[config.mk]
export PLATFORM = sky130hd
export DESIGN_NAME = fetch_stage
export DESIGN_NICKNAME = d
export VERILOG_FILES = /design/src/rtl/fetch_stage.sv
export SDC_FILE = /design/constraint.sdc
export NUM_CORES = 1
export LEC_CHECK = 0
export BUFFER_PORTS_ARGS = -buffer_cell sky130_fd_sc_hd__clkbuf_2
export CORE_MARGIN = 10
export CORE_UTILIZATION = 44
export DETAILED_ROUTE_END_ITERATION = 6
export PLACE_DENSITY = 0.74
export SETUP_SLACK_MARGIN = 0.3
export SLEW_MARGIN = 20
export SYNTH_ARGS = -nofsm -noshare
export SYNTH_HDL_FRONTEND = slang
export SYNTH_SLANG_ARGS = --single-unit
[constraint.sdc]
create_clock -name clock -period 2.1 [get_ports clock]
set_input_delay 0.21 -clock clock [delete_from_list [all_inputs] [get_ports clock]]
set_output_delay 0.21 -clock clock [all_outputs]
set_load 0.05 [all_outputs]
[src/rtl/fetch_stage.sv]
// Purpose: MIPS instruction-fetch stage with IF/ID register; PC, one-outstanding imem fetch, redirect squash, stall skid.
// Latency: request accepted in cycle N, response in N+k (k>=1), instruction on IF/ID from N+k+1; 1 instr/cycle at k=1.
// Backpressure: stall freezes IF/ID and parks at most one response in a skid buffer; no new request while it is full.
// Ports: clock/reset_n; stall, pc_src/jump_address from hazard unit and decode;
//        imem_req/imem_addr/imem_ready request side, imem_rvalid/imem_rdata response side;
//        instruction/pc_plus_four/valid_D IF/ID outputs, pc_F current fetch PC.
module fetch_stage #(
  parameter logic [31:0] RESET_PC = 32'h0040_0000
) (
  input  logic        clock,
  input  logic        reset_n,
  input  logic        stall,
  input  logic        pc_src,
  input  logic [31:0] jump_address,
  output logic        imem_req,
  output logic [31:0] imem_addr,
  input  logic        imem_ready,
  input  logic        imem_rvalid,
  input  logic [31:0] imem_rdata,
  output logic [31:0] instruction,
  output logic [31:0] pc_plus_four,
  output logic        valid_D,
  output logic [31:0] pc_F
);

  typedef enum logic {ST_ISSUE = 1'b0, ST_WAIT = 1'b1} state_e;

  state_e      state_q, state_d;
  logic [31:0] pc_q, pc_d;
  logic [31:0] req_pc4_q, req_pc4_d;
  logic        drop_q, drop_d;
  logic        buf_valid_q, buf_valid_d;
  logic [31:0] buf_instr_q, buf_instr_d;
  logic [31:0] buf_pc4_q, buf_pc4_d;
  logic [31:0] instr_q, instr_d;
  logic [31:0] pc4_q, pc4_d;
  logic        valid_q, valid_d;

  logic        redirect;
  logic        issue_ok;
  logic        accept;
  logic        resp;
  logic        resp_drop;
  logic        resp_live;
  logic [31:0] pc_inc;
  logic [31:0] jump_tgt;

  // A stalled decode cannot consume a redirect, so it only takes effect when not stalled.
  assign redirect  = pc_src && !stall;
  assign accept    = imem_req && imem_ready;
  assign resp      = (state_q == ST_WAIT) && imem_rvalid;
  // Wrong-path responses: either marked earlier by drop, or overtaken by a redirect this cycle.
  assign resp_drop = resp && (drop_q || redirect);
  assign resp_live = resp && !resp_drop;
  assign pc_inc    = pc_q + 32'd4;
  assign jump_tgt  = jump_address & 32'hFFFF_FFFC;

  assign imem_addr    = pc_q;
  assign pc_F         = pc_q;
  assign instruction  = instr_q;
  assign pc_plus_four = pc4_q;
  assign valid_D      = valid_q;

  // FSM: state register
  always_ff @(posedge clock or negedge reset_n) begin
    if (!reset_n) begin
      state_q <= ST_ISSUE;
    end else begin
      state_q <= state_d;
    end
  end

  // FSM: next state
  always_comb begin
    state_d = state_q;
    if (accept) begin
      state_d = ST_WAIT;
    end else if (resp) begin
      state_d = ST_ISSUE;
    end
  end

  // FSM: outputs. In WAIT the next request may go out in the same cycle the
  // response lands, provided that response has somewhere to go (or is dropped).
  always_comb begin
    issue_ok = 1'b0;
    if (!buf_valid_q) begin
      if (state_q == ST_ISSUE) begin
        issue_ok = 1'b1;
      end else begin
        issue_ok = imem_rvalid && (drop_q || !stall);
      end
    end
    imem_req = reset_n && issue_ok;
  end

  // PC, request tag, drop flag, skid buffer and IF/ID next-state
  always_comb begin
    pc_d        = pc_q;
    req_pc4_d   = req_pc4_q;
    drop_d      = drop_q;
    buf_valid_d = buf_valid_q;
    buf_instr_d = buf_instr_q;
    buf_pc4_d   = buf_pc4_q;
    instr_d     = instr_q;
    pc4_d       = pc4_q;
    valid_d     = valid_q;

    if (accept) begin
      req_pc4_d = pc_inc;
      pc_d      = redirect ? jump_tgt : pc_inc;
    end else if (redirect) begin
      pc_d = jump_tgt;
    end

    if (resp_drop) begin
      drop_d = 1'b0;
    end
    // A request left in flight by a redirect (just accepted, or still pending) must be discarded on return.
    if (redirect && (accept || ((state_q == ST_WAIT) && !imem_rvalid))) begin
      drop_d = 1'b1;
    end

    if (!stall) begin
      if (redirect) begin
        instr_d     = 32'd0;
        pc4_d       = 32'd0;
        valid_d     = 1'b0;
        buf_valid_d = 1'b0;
      end else if (buf_valid_q) begin
        instr_d     = buf_instr_q;
        pc4_d       = buf_pc4_q;
        valid_d     = 1'b1;
        buf_valid_d = 1'b0;
      end else if (resp_live) begin
        instr_d = imem_rdata;
        pc4_d   = req_pc4_q;
        valid_d = 1'b1;
      end else begin
        instr_d = 32'd0;
        pc4_d   = 32'd0;
        valid_d = 1'b0;
      end
    end else if (resp_live && !buf_valid_q) begin
      buf_valid_d = 1'b1;
      buf_instr_d = imem_rdata;
      buf_pc4_d   = req_pc4_q;
    end
  end

  always_ff @(posedge clock or negedge reset_n) begin
    if (!reset_n) begin
      pc_q        <= RESET_PC;
      req_pc4_q   <= 32'd0;
      drop_q      <= 1'b0;
      buf_valid_q <= 1'b0;
      buf_instr_q <= 32'd0;
      buf_pc4_q   <= 32'd0;
      instr_q     <= 32'd0;
      pc4_q       <= 32'd0;
      valid_q     <= 1'b0;
    end else begin
      pc_q        <= pc_d;
      req_pc4_q   <= req_pc4_d;
      drop_q      <= drop_d;
      buf_valid_q <= buf_valid_d;
      buf_instr_q <= buf_instr_d;
      buf_pc4_q   <= buf_pc4_d;
      instr_q     <= instr_d;
      pc4_q       <= pc4_d;
      valid_q     <= valid_d;
    end
  end

endmodule

==> results.toml <==
[setup_path]
path_buf_inv = 1
cp.required_ns = 2.40
crit_type = "register to register"
crit_fanout = 8
crit_path_end_kind = "register"
path_cells = "nand3_2, or4_4, buf_12, nor4_4, xnor2_1, o21ai_1"
critical_path.startpoint_type = "register"
critical_path_arrival_ns = 2.22
cp_slowest_stage_delay_ns = 0.63
slowest_stage = "dfstp_4"
cpLargestDelayFamily = "simple AND/OR/NAND/NOR gates"

[grt]
grt_overflow = 0
antenna_found_initial = 0
grt_pass1_wl_um = 36330
grt_usage_pct = 17.13
grt_pass1_vias = 6845
grt_max_degree = 120

[route]
vias = 6782
dr.pass1.iters = 5
wl_per_cell_um = 17.58
drt_iter0_drc = 419
vias_per_cell = 5.193
wl_um = 22960
ant_nets = 0
drc = 0

[power]
p_per_area_nw_per_um2 = 1039
p_total_mw = 11.63
vdd_drop_max_mv = 0.5572
p_leak_nw = 5.056

[timing]
rsz0062_at_grt = "yes"
min_period_ns = 1.917
fin_setup_tns_ns = 0
holdWs_ns = -0.004132
setup_violations = 0
clock_skew_ns = 0.01200
finalWorstSetupSlack_ns = 0.1825
slew_headroom_pct = 39.43
fmax_mhz = 521.5
drv_slew = 0
final_hold_viol_count = 1
finalCritPeriodShare_pct = 91.31
tightest_slew_ns = 0.9085

[floorplan]
die_y_um = 160.4
coreArea_sq_um = 19400
dieArea_sq_um = 25720
pin_count = 200
dieWidth_um = 160.4
start_util_pct = 44.70
rows = 51

[placement]
dp_hpwl_um = 15030
dpl-instance-area_sq_um = 9847
globalplace.congestion = 0.8186
io_buffers = 193
dp_slack_ns = 0.1215

[job]
cap_violations = 0

[run_status]
status = "finished, violations left"
failed_checks = "hold timing"

[logic_synthesis]
netlist_instances = 822
avgSynthCellArea_sq_um = 10.55
ys_ff_latch = 189
synth_ff_type = "dfrtp_1"
synth_edf_count = 0
async_reset_ff_share_pct = 100.0
synth_area_sq_um = 8671
yosysWarningCount = 0
yosysSeqAreaShare_pct = 54.56
synth_cell_types = 44

[clocking]
clk_latency_ns = 0.43
htree_levels = 4
cts_tree = "done"
clock_sinks = 189
cts.reportedPaths.clkPinSlew_ns = 0.07
cts_root_buf = "clkbuf_16"
cts_buffer_depth = 2
cts_made_buffers = 17

[cells_and_area]
nets = 1099
finalInstanceArea_sq_um = 11190
layout_common_cells = "191 x clkbuf_2, 168 x dfrtp_1, 138 x nand2_1"
area_growth_pct = 29.02
fillers = 1649
n_antenna_cell = 0
layout_commonest_cell = "clkbuf_2"
drive_above_1_share_pct = 39.10

[worst_hold_path]
hold_class = "input pin to register"
## report_power, final
| part | total [mW] | leakage, nW | internal [mW] | switching [mW] |
|---|---|---|---|---|
| clock network | 3.42 | 0.294 | 2.00 | 1.42 |
| registers | 5.23 | 2.43 | 4.57 | 0.665 |
| logic | 2.98 | 2.33 | 1.14 | 1.84 |
| total | 11.6 | 5.06 | 7.71 | 3.92 |
## worst reg2reg max path: stages (launching register included)
cell	delay, ns
dfstp_4	0.63
nand3_2	0.09
or4_4	0.51
buf_12	0.17
nor4_4	0.14
xnor2_1	0.16
o21ai_1	0.08
## path summary, 6_finish.rpt
check,cells after the start,slack (ns),endpoint,from
worst max-delay path,6,0.18,imem_addr[31],imem_addr[22]
worst min-delay path,3,-0.004,imem_addr[28],jump_address[28]
worst max register to register,6,0.18,imem_addr[31],imem_addr[22]
worst min register to register,2,0.48,pc_plus_four[6],pc_plus_four[6]
max in group asynchronous,3,1.07,imem_addr[9],reset_n
min in group asynchronous,2,0.02,req_pc4_q[2],reset_n
## through the flow
step           util, %  cells
2_1_floorplan        -    825
3_3_place_gp     50.76   1213
3_5_place_dp     50.76   1213
4_1_cts          56.15   1284
5_1_grt          57.67   1306
6_report         57.67   1306
## synth_stat cells, types with 2 or more instances
cell type / n / area share (%)
buf_1: 3 / 0.13
nand2b_1: 2 / 0.14
inv_1: 3 / 0.13
nor3_1: 9 / 0.52
dfrtp_1: 188 / 54
buf_2: 10 / 0.58
or3_1: 2 / 0.14
nand4_2: 2 / 0.29
a21oi_1: 3 / 0.17
nor4_4: 4 / 0.98
clkbuf_1: 44 / 1.9
and3_2: 3 / 0.26
nand2_1: 141 / 6.1
nor2_1: 17 / 0.74
and2_1: 4 / 0.29
mux2_2: 62 / 8.1
xor2_1: 23 / 2.3
o21ai_0: 114 / 6.6
nand3_1: 14 / 0.81
and4_1: 2 / 0.20
nor4_1: 3 / 0.22
nor2b_1: 3 / 0.22
and3_1: 5 / 0.36
o21ai_1: 4 / 0.23
buf_4: 35 / 3.0
xnor2_1: 32 / 3.2
or2_2: 2 / 0.14
a22oi_1: 62 / 5.4
nand4_1: 11 / 0.79
## layer usage
layer / track usage [%] / part of all wire [%]
met5: 0 / 0
met4: 4.800 / 1.3
met3: 4.678 / 5.5
met2: 27.14 / 47
met1: 22.57 / 46
## what timing repair did
| item | CTS | global route |
|---|---|---|
| hold buffers | 28 | 0 |
| endpoints found under the setup margin | 76 | 127 |
| pin swaps | 8 | 19 |
| buffers inserted | 11 | 20 |
| gates cloned | 0 | 2 |
| gates resized for setup | 14 | 32 |
| endpoints found under the hold margin | 145 | 0 |
## flip-flops by register name, summed over array words and instances, names as in the netlist
signal / flops
valid_D: 1
buf_pc4_q: 30
state_q: 1
imem_addr: 30
pc_plus_four: 31
req_pc4_q: 30
buf_instr_q: 32
instruction: 32
drop_q: 1
buf_valid_q: 1
## final cells by class
| type | count | area, sq um | area share, % |
|---|---|---|---|
| flip-flops and latches | 189 | 4760 | 42.55 |
| multi-input cells | 540 | 3662 | 32.74 |
| repair buffers | 277 | 1802 | 16.11 |
| clock buffers | 19 | 432.9 | 3.870 |
| well taps | 265 | 331.6 | 2.964 |
| clock inverters | 13 | 187.7 | 1.678 |
| inverters | 3 | 11.26 | 0.1007 |
## cells by family (layout without fill, tap and decap cells)
group           after synthesis  in the layout  synth area share, %
flops                       189            189                54.56
buf+inv                      96            312                5.902
compound gates              188            188                12.80
xor+xnor                     55             55                5.556
other cells                   1              4              0.04325
fa+ha+maj                     1              1               0.1443
simple gates                230            230                12.94
mux                          62             62                8.052
Power figures use the tool's default switching activity.
